===== src/rtl/vga_timing_pkg.sv =====
// Shared 640x480 timing constants and tracker state encoding, used by the
// sync generator and by vga_sync_tracker.
package vga_timing_pkg;

  localparam int VGA_H_TOTAL      = 800;
  localparam int VGA_H_ACTIVE     = 640;
  localparam int VGA_H_SYNC_START = 656;
  localparam int VGA_V_TOTAL      = 525;
  localparam int VGA_V_ACTIVE     = 480;
  localparam int VGA_V_SYNC_START = 490;
  localparam int VGA_LOCK_FRAMES  = 2;

  typedef enum logic [1:0] {
    SEARCH  = 2'd0,
    ACQUIRE = 2'd1,
    LOCKED  = 2'd2
  } trk_state_e;

endpackage


===== src/rtl/sync_edge_detect.sv =====
// Sample register plus falling-edge pulse for one active-low sync line.
// The register resets to 1 (idle) so a sync already low at release is a fresh edge.
module sync_edge_detect (
  input  logic clk,
  input  logic rst_n,
  input  logic sync_n,
  output logic fall
);

  logic smp;

  always_ff @(posedge clk) begin
    if (!rst_n) smp <= 1'b1;
    else        smp <= sync_n;
  end

  assign fall = smp & ~sync_n;

endmodule


===== src/rtl/vga_sync_tracker.sv =====
// Recovers h/v pixel counters from an incoming sync pair, checks edge positions
// and reports lock/DE. Optional error statistics: VGA_SYNC_TRACK_STATS_EN.
module vga_sync_tracker
  import vga_timing_pkg::*;
#(
  parameter int H_TOTAL      = VGA_H_TOTAL,
  parameter int H_ACTIVE     = VGA_H_ACTIVE,
  parameter int H_SYNC_START = VGA_H_SYNC_START,
  parameter int V_TOTAL      = VGA_V_TOTAL,
  parameter int V_ACTIVE     = VGA_V_ACTIVE,
  parameter int V_SYNC_START = VGA_V_SYNC_START,
  parameter int LOCK_FRAMES  = VGA_LOCK_FRAMES
) (
  input  logic        clk,
  input  logic        i_rst_n,
  input  logic        i_hsync,
  input  logic        i_vsync,
  output logic [9:0]  o_hcounter,
  output logic [9:0]  o_vcounter,
  output logic        o_locked,
  output logic        o_de,
  output logic        o_line_err,
  output logic        o_frame_err,
  output logic [15:0] o_err_count
);

  localparam int IDLE_W = $clog2(2*H_TOTAL+1);
  localparam int GOOD_W = $clog2(LOCK_FRAMES+1);
  localparam logic [IDLE_W-1:0] IDLE_MAX  = IDLE_W'(2*H_TOTAL);
  localparam logic [GOOD_W-1:0] GOOD_LOCK = GOOD_W'(LOCK_FRAMES);
  localparam logic [9:0] H_LAST = 10'(H_TOTAL-1);
  localparam logic [9:0] V_LAST = 10'(V_TOTAL-1);
  localparam logic [9:0] H_SS   = 10'(H_SYNC_START);
  localparam logic [9:0] V_SS   = 10'(V_SYNC_START);
  localparam logic [9:0] H_ACT  = 10'(H_ACTIVE);
  localparam logic [9:0] V_ACT  = 10'(V_ACTIVE);

  logic hs_fall, vs_fall;

  sync_edge_detect u_hs (.clk(clk), .rst_n(i_rst_n), .sync_n(i_hsync), .fall(hs_fall));
  sync_edge_detect u_vs (.clk(clk), .rst_n(i_rst_n), .sync_n(i_vsync), .fall(vs_fall));

  trk_state_e        state, st_nxt;
  logic [GOOD_W-1:0] good, good_nxt;
  logic [IDLE_W-1:0] idle, idle_nxt;
  logic              dirty, dirty_nxt;
  logic              h_wrap, line_err_c, frame_err_c, err_c, timeout;
  logic [9:0]        h_pred, v_pred, h_nxt, v_nxt;

  always_comb begin
    h_wrap      = (o_hcounter == H_LAST);
    h_pred      = h_wrap ? 10'd0 : o_hcounter + 10'd1;
    v_pred      = h_wrap ? ((o_vcounter == V_LAST) ? 10'd0 : o_vcounter + 10'd1) : o_vcounter;
    h_nxt       = hs_fall ? H_SS : h_pred;
    v_nxt       = vs_fall ? V_SS : v_pred;
    line_err_c  = hs_fall && (state != SEARCH) && (h_pred != H_SS);
    frame_err_c = vs_fall && (state != SEARCH) && (v_pred != V_SS);
    err_c       = line_err_c | frame_err_c;
    idle_nxt    = hs_fall ? '0 : ((idle == IDLE_MAX) ? idle : idle + IDLE_W'(1));
    timeout     = (idle_nxt == IDLE_MAX);
    // dirty covers errors seen between vsync edges; the edge itself is judged first
    dirty_nxt   = vs_fall ? 1'b0 : (dirty | err_c);

    st_nxt   = state;
    good_nxt = good;
    case (state)
      SEARCH: if (vs_fall) begin
        st_nxt   = ACQUIRE;
        good_nxt = '0;
      end
      ACQUIRE: if (vs_fall) begin
        good_nxt = (err_c || dirty) ? '0 : good + GOOD_W'(1);
        if (good_nxt == GOOD_LOCK) st_nxt = LOCKED;
      end
      LOCKED: if (err_c) begin
        st_nxt   = ACQUIRE;
        good_nxt = '0;
      end
      default: st_nxt = SEARCH;
    endcase
    if (timeout) begin
      st_nxt   = SEARCH;
      good_nxt = '0;
    end
  end

  always_ff @(posedge clk) begin
    if (!i_rst_n) begin
      state       <= SEARCH;
      good        <= '0;
      idle        <= '0;
      dirty       <= 1'b0;
      o_hcounter  <= '0;
      o_vcounter  <= '0;
      o_locked    <= 1'b0;
      o_de        <= 1'b0;
      o_line_err  <= 1'b0;
      o_frame_err <= 1'b0;
    end else begin
      state       <= st_nxt;
      good        <= good_nxt;
      idle        <= idle_nxt;
      dirty       <= dirty_nxt;
      o_hcounter  <= h_nxt;
      o_vcounter  <= v_nxt;
      o_locked    <= (st_nxt == LOCKED);
      o_de        <= (st_nxt == LOCKED) && (h_nxt < H_ACT) && (v_nxt < V_ACT);
      o_line_err  <= line_err_c;
      o_frame_err <= frame_err_c;
    end
  end

`ifdef VGA_SYNC_TRACK_STATS_EN
  logic [15:0] err_cnt;

  always_ff @(posedge clk) begin
    if (!i_rst_n)
      err_cnt <= '0;
    else if ((o_line_err || o_frame_err) && (err_cnt != 16'hFFFF))
      err_cnt <= err_cnt + 16'd1;
  end

  assign o_err_count = err_cnt;
`else
  assign o_err_count = '0;
`endif

endmodule


===== config.mk =====
export PLATFORM = sky130hd
export DESIGN_NAME = vga_sync_tracker
export DESIGN_NICKNAME = d
export VERILOG_FILES = /design/src/rtl/vga_timing_pkg.sv /design/src/rtl/sync_edge_detect.sv /design/src/rtl/vga_sync_tracker.sv
export SDC_FILE = /design/constraint.sdc
export NUM_CORES = 1
export LEC_CHECK = 0
export ABC_AREA = 1
export CAP_MARGIN = 40
export CORE_ASPECT_RATIO = 1.25
export CORE_MARGIN = 2
export CORE_UTILIZATION = 30
export DETAILED_ROUTE_END_ITERATION = 8
export PLACE_DENSITY = 0.5
export SKIP_CTS_REPAIR_TIMING = 1
export SYNTH_ARGS = -nofsm -noshare
export SYNTH_HDL_FRONTEND = slang
export SYNTH_HIERARCHICAL = 1
export SYNTH_SLANG_ARGS = --single-unit
export TNS_END_PERCENT = 30

===== constraint.sdc =====
create_clock -name clk -period 2.7 [get_ports clk]
set_input_delay 0.27 -clock clk [delete_from_list [all_inputs] [get_ports clk]]
set_output_delay 0.27 -clock clk [all_outputs]
set_load 0.005 [all_outputs]

== Yosys cells after proc, flatten, opt, wreduce, memory -nomap -nowiden ==
Index checks and enable logic that the tools add are counted.
Operators by class
  add/sub/neg operators: 4
  $lt $le $gt $ge: 2
  eq/ne operators: 13
  multiplexer cells: 18
  bitwise gates (word level): 7
  reductions and logical operators: 13
Operator list (count)
  $mux 10: 5
  $eq 11x11->1 const B: 2
  $mux 11: 2
  $add 10x1->10 const B: 2
  $eq 10x10->1 const B: 2
  $mux 2: 9
  $pmux 2 s3: 2
  $add 11x1->11 const B: 1
  $lt 10x10->1 const B: 1
  $lt 10x9->1 const B: 1
  $ne 10x10->1 const B: 1
  $ne 10x9->1 const B: 1
  $eq 2x2->1 const B: 3
  $logic_and 1x1->1: 6
  $ne 2x2->1 const B: 3
  $reduce_and 4->1: 1
  $reduce_or 2->1: 2
  $not 1->1: 3
  $reduce_bool 3->1: 1
  $add 2x1->2 const B: 1
  $and 1x1->1: 2
  $eq 2x1->1 const B: 1
  $logic_not 2->1: 1
  $or 1x1->1: 2
  other kinds (2): 2
Word-level totals
  flip-flop bits (word level): 42
  input bits: 4
  output and inout bits: 40
  word-level logic and storage cells: 69

== Longest topological paths before layout ==
Gate-level depths: netlist of run 1.
  depth after elaboration: 16
  mapped depth: 18
  depth with buffers taken out: 17

== Hierarchy ==
The synthesis of run 1 kept the hierarchy.
By module, submodules not included
  vga_sync_tracker: times used 1, cells each 362, area an instance 2404.8 µm², sequential area each 800.8 µm²
  sync_edge_detect: times used 2, cells each 5, area an instance 35.0 µm², sequential area each 20.0 µm²

== Least setup slack after synthesis of run 1 ==
OpenSTA, ideal clock, no wires.
  path kind: register -> register
  start point: reg o_hcounter[0]
  end point: reg state[0]
  library setup time: 0.128 ns
  data arrival time: 1.906 ns
  required time: 2.572 ns
  path slack: 0.667 ns
  stages on the path, launching flop included: 18
  cell sequence: dfxtp_1 -> ha_1 -> nand2_2 -> nor2_4 -> nand3_4 -> clkinv_2 -> buf_6 -> nand2_1 -> nand2_1 -> nand2_1 -> nor2_2 -> nand3_2 -> nand2_4 -> nand2_4 -> a21oi_1 -> nand2_1 -> nand2_1 -> nor2_1
On the way
  word-level cells in the longest chain between the ends: 12
RTL lines
  from (decl): RTL line vga_sync_tracker.sv:18  | output logic [9:0] o_hcounter,
  from (signal assigned): RTL line vga_sync_tracker.sv:104  | o_hcounter <= h_nxt;
  $add 10x1->10 / $eq 10x10->1 (equally long branches): RTL line vga_sync_tracker.sv:52, vga_sync_tracker.sv:51
  $mux 10, on equally long branches: RTL line vga_sync_tracker.sv:52, vga_sync_tracker.sv:53
  $ne 10x10->1 / $ne 10x9->1 (equally long branches): RTL line vga_sync_tracker.sv:56, vga_sync_tracker.sv:57
  $logic_and 1x1->1, on equally long branches: RTL line vga_sync_tracker.sv:56, vga_sync_tracker.sv:57
  $or 1x1->1 *: RTL line vga_sync_tracker.sv:58  | err_c = line_err_c | frame_err_c;
  $logic_or 1x1->1: RTL line vga_sync_tracker.sv:72  | good_nxt = (err_c || dirty) ? '0 : good + GOOD_W'(1);
  $mux 2: RTL line vga_sync_tracker.sv:72
  $eq 2x2->1: RTL line vga_sync_tracker.sv:73  | if (good_nxt == GOOD_LOCK) st_nxt = LOCKED;
  $mux 2: RTL line vga_sync_tracker.sv:73
  $mux 2: RTL line vga_sync_tracker.sv:71  | ACQUIRE: if (vs_fall) begin
  $pmux 2 s3 *: RTL line vga_sync_tracker.sv:66  | case (state)
  $mux 2 *: RTL line vga_sync_tracker.sv:81  | if (timeout) begin
  to (signal assigned): RTL line vga_sync_tracker.sv:100  | state <= st_nxt;
  to (decl): RTL line vga_sync_tracker.sv:43  | trk_state_e state, st_nxt;
Every way passes the cells marked *; elsewhere a longest branch is shown, timed or not.
A chain may end at the register's enable or synchronous reset.

== Worst setup path after layout of run 1 ==
Ends and elaborated chain as after synthesis.

==> out/qor.yml, run 1 <==
global_routing:
  grtUsageTotal: 0.129
  overflow: 0
  grt_max_degree: 18
  grt_first_pass_wirelength_um: 9560
  antenna_found_initial: 0
  grt_pass1_vias: 2168
placed_design:
  portBuffers: 27
  gp_congestion: 0.818
  dp.cells: 495
  place_ws_ns: 0.324
  hpwl_um: 4510
finish:
  num-fill-cells: 892
  diodes: 0
  multiInputGateArea_um2: 1330
  drive_gt1_frac: 0.0837
  ff_latch_area_um2: 841
  nNetsFinal: 414
  final_cells: 503
  area_growth_pct: 18.0
timing:
  fin_worst_skew_ns: 0.00622
  rsz0062_at_grt: "no"
  hold_viol_final: 0
  tns_ns: 0
  layout_min_cycle_time_ns: 2.30
  fin_crit_sh: 0.853
  setup_viol: 0
  fmax_mhz: 434
  slew_violations: 0
  worst_slack_ns: 0.397
synth:
  netlist_instances: 372
  ys_ff_latch: 42
  synth_top_area_share: 0.340
  dominantRegCellSynth: "dfxtp_1"
  yosys.cell_count.top_type: "nand2_1"
  synthTopCellsByCount: "nand2_1, nor2_1, inv_1, dfxtp_1, nand3_1"
  synth_area_leaders: "dfxtp_1, nand2_1, nor2_1, inv_1, nand3_1"
  synth-edff-count: 0
  yosysSeqAreaShare: 0.340
  yosys_warnings: 6
  async_flop_share: 0
  syn-cell-area_um2: 2470
  synth.distinct_cells: 32
  synth.avg_cell_area_um2: 6.65
  yosysTopAreaCell: "dfxtp_1"
clock_tree:
  clockRootBuffer: "clkbuf_8"
  cts-htree-levels: 2
  clk_latency_ns: 0.29
  cts_tree: "built"
  clk_pin_slew_worst_paths_ns: 0.08
  clockBufferDepth: 2
  cts_made_buffers: 5
  cts_sinks: 42
worst_hold_path:
  min_path_type: "flip-flop to flip-flop"
routing:
  ant_nets: 0
  drt_first_pass_iters: 4
  wl_per_cell_um: 11.1
  route.detailed.drc: 0
  drt_iter0_drc: 84
  drt_wl_total_um: 5580
  viasPerCell: 4.48
  vias: 2255
setup_path:
  cp-end-kind: "flip-flop"
  crit_chain: "ha_1, nand2_2, nor2_4, nand3_4, clkinv_2, or2_2, nand2_1, nor2_1, nand3_1, nand2_1, nand2_4, a21oi_1, nand2_1, nand2_1, nor2_1"
  worst-setup-path-type: "flip-flop to flip-flop"
  crit_path_max_incr_delay_ns: 0.38
  cp-start-kind: "flip-flop"
  cp_top_family: "simple AND/OR/NAND/NOR gates"
  cpMaxStageDelayCell: "dfxtp_1"
  arrival_ns: 2.49
  required_ns: 2.88
  path_buf_inv: 1
  critPathMostFrequentCell: "nand2_1"
  critPathMaxFanout: 11
outcome:
  outcome: "complete, no violations"
die:
  dieArea_um2: 9000
  fp-row-count: 37
  io-pin-count: 44
  start_util: 0.305
  die_h_um: 106
  fp.dieW_um: 85.2
  coreArea_um2: 8100
power:
  leakage_uw: 0.00133
  max-vdd-ir-drop_mv: 0.487
  power_density_nw_per_um2: 449
flow_run:
  maxCapViolations: 0
final timing paths:
kind	cells past startpoint	slack (ns)	end	startpoint
min	1	0.49	o_hcounter[0]	o_hcounter[0]
min reg2reg	1	0.49	o_hcounter[0]	o_hcounter[0]
max reg2reg	15	0.40	state[0]	o_hcounter[0]
max	15	0.40	state[0]	o_hcounter[0]
logic make-up (layout without fill, tap and decap cells):
kind of cell	count (synthesis)	after routing	share of synthesized area
AO/OA/AOI/OAI	26	26	0.0612
XOR/XNOR	9	9	0.0319
adder cells (fa/ha/maj)	5	5	0.0253
buffers and inverters	78	97	0.146
flip-flops	42	42	0.340
other	1	16	0.00152
AND/OR/NAND/NOR	211	211	0.394
registers in the layout, summed over array words and instances, names as in the netlist, 2 cells and up:
register and count:
idle 11, state 2, good 2, o_vcounter 10, o_hcounter 10
stage by stage:
stage	hold WS, ns	power, uW	util	instance area, um2
after floorplan	0.339	782	-	2530
after global placement	0.476	829	0.346	2810
after detailed placement	0.484	828	0.346	2810
after CTS	0.497	1330	0.360	2920
after global routing	0.527	1380	0.360	2920
final	0.492	1310	0.360	2920
placed cells by master, fill, tap and decap left out, drive strengths merged:
master and n:
o21bai 3, or2 2, nand4 8, nor3 10
bufinv 1, o2111ai 1, a21oi 8, o21a 1
nand3 29, o21ai 12, ha 5, buf 3
nor4 4, inv 56, xor2 9, clkinv 3
clkbuf 5, nor2 66, conb 16, clkinvlp 2
a31o 1, dfxtp 42, nand2 92, clkdlybuf4s50 27
power breakdown:
| group | leakage [uW] | switching (uW) | internal [uW] |
|---|---|---|---|
| Sequential | 0.000343 | 23.1 | 639 |
| Clock | 0.0000504 | 223 | 275 |
| Combinational | 0.000937 | 86.4 | 63.5 |
routing by layer:
layer,global-route usage,vias to the layer above,wire length (um)
li1,-,1202,-
met1,0.152,1007,2530
met2,0.232,40,2760
met3,0.0235,6,195
met4,0.0454,0,91
met5,0,-,0
final cells by class:
type / count / share of cell area
sequential: 42 / 0.288
clock inverter: 3 / 0.0154
inverter: 59 / 0.0763
clock buffer: 5 / 0.0236
tap: 97 / 0.0416
timing repair buffer: 30 / 0.100
multi-input combinational: 267 / 0.455
No activity file was read; power rests on OpenSTA's default activity.
==> inputs of run 2 (changes only) <==
==> constraint.sdc (replaced) <==
create_clock -name clk -period 2.7 [get_ports clk]
set_input_delay 0.54 -clock clk [delete_from_list [all_inputs] [get_ports clk]]
set_output_delay 0.54 -clock clk [all_outputs]
set_load 0.005 [all_outputs]
==> run 2 against run 1 <==
  * Via count decreased by 0.40%
  * Total power increased by 9.5%
  * Combinational power increased by 3%
  * Die area unchanged
  * Fmax increased by 1.2%
  * Sequential share of layout area decreased by 0.43 points
  * Wire length increased by 5.0%
  * Cell count increased by 0.40%
  * Non-clock buffer count increased by 2
==> out/qor.yml, run 2 (synthesized netlist as in run 1, its figures left out) <==
die:
  fp.dieW_um: 85.2
  dieArea_um2: 9000
  die_h_um: 106
  fp-row-count: 37
  start_util: 0.305
  coreArea_um2: 8100
  io-pin-count: 44
routing:
  drt_first_pass_iters: 4
  route.detailed.drc: 0
  drt_iter0_drc: 66
  vias: 2246
  viasPerCell: 4.45
  drt_wl_total_um: 5860
  wl_per_cell_um: 11.6
  ant_nets: 0
setup_path:
  critPathMaxFanout: 6
  crit_path_max_incr_delay_ns: 0.44
  crit_chain: "ha_1, nand2_1, nor2_1, nand2_1, inv_1, nand2_1, o21bai_1, nand2_1, nor2_2, nand3_2, nand2_4, nand2_4, a21oi_1, nand2_1, nand2_1, nor2_1"
  cp-end-kind: "flip-flop"
  path_buf_inv: 1
  cp_top_family: "simple AND/OR/NAND/NOR gates"
  critPathMostFrequentCell: "nand2_1"
  rrSetupSlack_ns: 0.42
  arrival_ns: 2.46
  cp-start-kind: "flip-flop"
  worst-setup-path-type: "flip-flop to flip-flop"
  cpMaxStageDelayCell: "dfxtp_1"
  required_ns: 2.89
worst_hold_path:
  min_path_type: "flip-flop to flip-flop"
global_routing:
  overflow: 0
  grt_first_pass_wirelength_um: 9560
  grt_max_degree: 18
  grtUsageTotal: 0.133
  grt_pass1_vias: 2098
  antenna_found_initial: 0
clock_tree:
  cts_tree: "built"
  cts_sinks: 42
  clk_pin_slew_worst_paths_ns: 0.08
  clockRootBuffer: "clkbuf_8"
  cts_made_buffers: 5
  cts-htree-levels: 2
  clockBufferDepth: 2
  clk_latency_ns: 0.30
timing:
  hold_viol_final: 0
  rsz0062_at_grt: "no"
  fin_crit_sh: 0.843
  slew_violations: 0
  fin_worst_skew_ns: 0.00676
  setup_viol: 0
  tns_ns: 0
  layout_min_cycle_time_ns: 2.28
  fmax_mhz: 439
power:
  power_density_nw_per_um2: 484
  max-vdd-ir-drop_mv: 0.190
  leakage_uw: 0.00136
  finalPower_uw: 1430
finish:
  num-fill-cells: 879
  ff_latch_area_um2: 841
  final_cell_mix: "nand2_1, nor2_1, inv_1"
  largest_register_ff_count: 11
  largest_register: "idle"
  top_regs: "idle: 11 flops, o_hcounter: 10 flops, o_vcounter: 10 flops"
  final_cells: 505
  area_growth_pct: 19.8
  diodes: 0
  multiInputGateArea_um2: 1330
  drive_gt1_frac: 0.0882
  final_common_cell: "nand2_1"
  nNetsFinal: 416
placed_design:
  hpwl_um: 4620
  gp_congestion: 0.823
  portBuffers: 27
  dp.cells: 497
outcome:
  outcome: "complete, no violations"
flow_run:
  maxCapViolations: 0
-- run 2: cell types whose count changed in the layout (fill, tap and decap cells not counted) --
cell        change
buf_4           +2
bufinv_16       +1
clkbuf_8        +1
clkinvlp_4      -2
-- run 2: per-stage QoR --
stage | util | cell area (um2) | setup WS, ns | hold WS (ns)
global placement | 0.348 | 2820 | 0.415 | 0.474
detailed placement | 0.348 | 2820 | 0.450 | 0.480
global route | 0.366 | 2960 | 0.180 | 0.523
CTS | 0.366 | 2960 | 0.417 | 0.493
finish | 0.366 | 2960 | 0.424 | 0.491
floorplan | - | 2530 | 0.667 | 0.480
-- run 2: final timing paths --
path	from	end	cells after the start
worst min register to register	o_hcounter[0]	o_hcounter[0]	1
worst max-delay path	o_vcounter[1]	state[0]	16
worst min-delay path	o_hcounter[0]	o_hcounter[0]	1
worst max register to register	o_vcounter[1]	state[0]	16
-- run 2: per-layer routing --
| metal | global-route usage | vias to the layer above | part of all wire |
|---|---|---|---|
| li1 | - | 1192 | - |
| met1 | 0.168 | 1014 | 0.47 |
| met2 | 0.224 | 33 | 0.49 |
| met3 | 0.0219 | 7 | 0.028 |
| met4 | 0.0499 | 0 | 0.015 |
| met5 | 0 | - | 0 |
-- run 2: layout make-up --
class,instances,area share
clock inverter,2,0.0203
multi-input combinational,267,0.448
inverter,59,0.0751
timing repair buffer,32,0.104
clock buffer,6,0.0279
sequential,42,0.284
tap,97,0.0409
-- run 2: power breakdown --
part           leakage [uW]  internal [uW]  switching [uW]
Combinational      0.000947           65.8            88.1
Clock             0.0000714            395             224
Sequential         0.000343            639            23.4
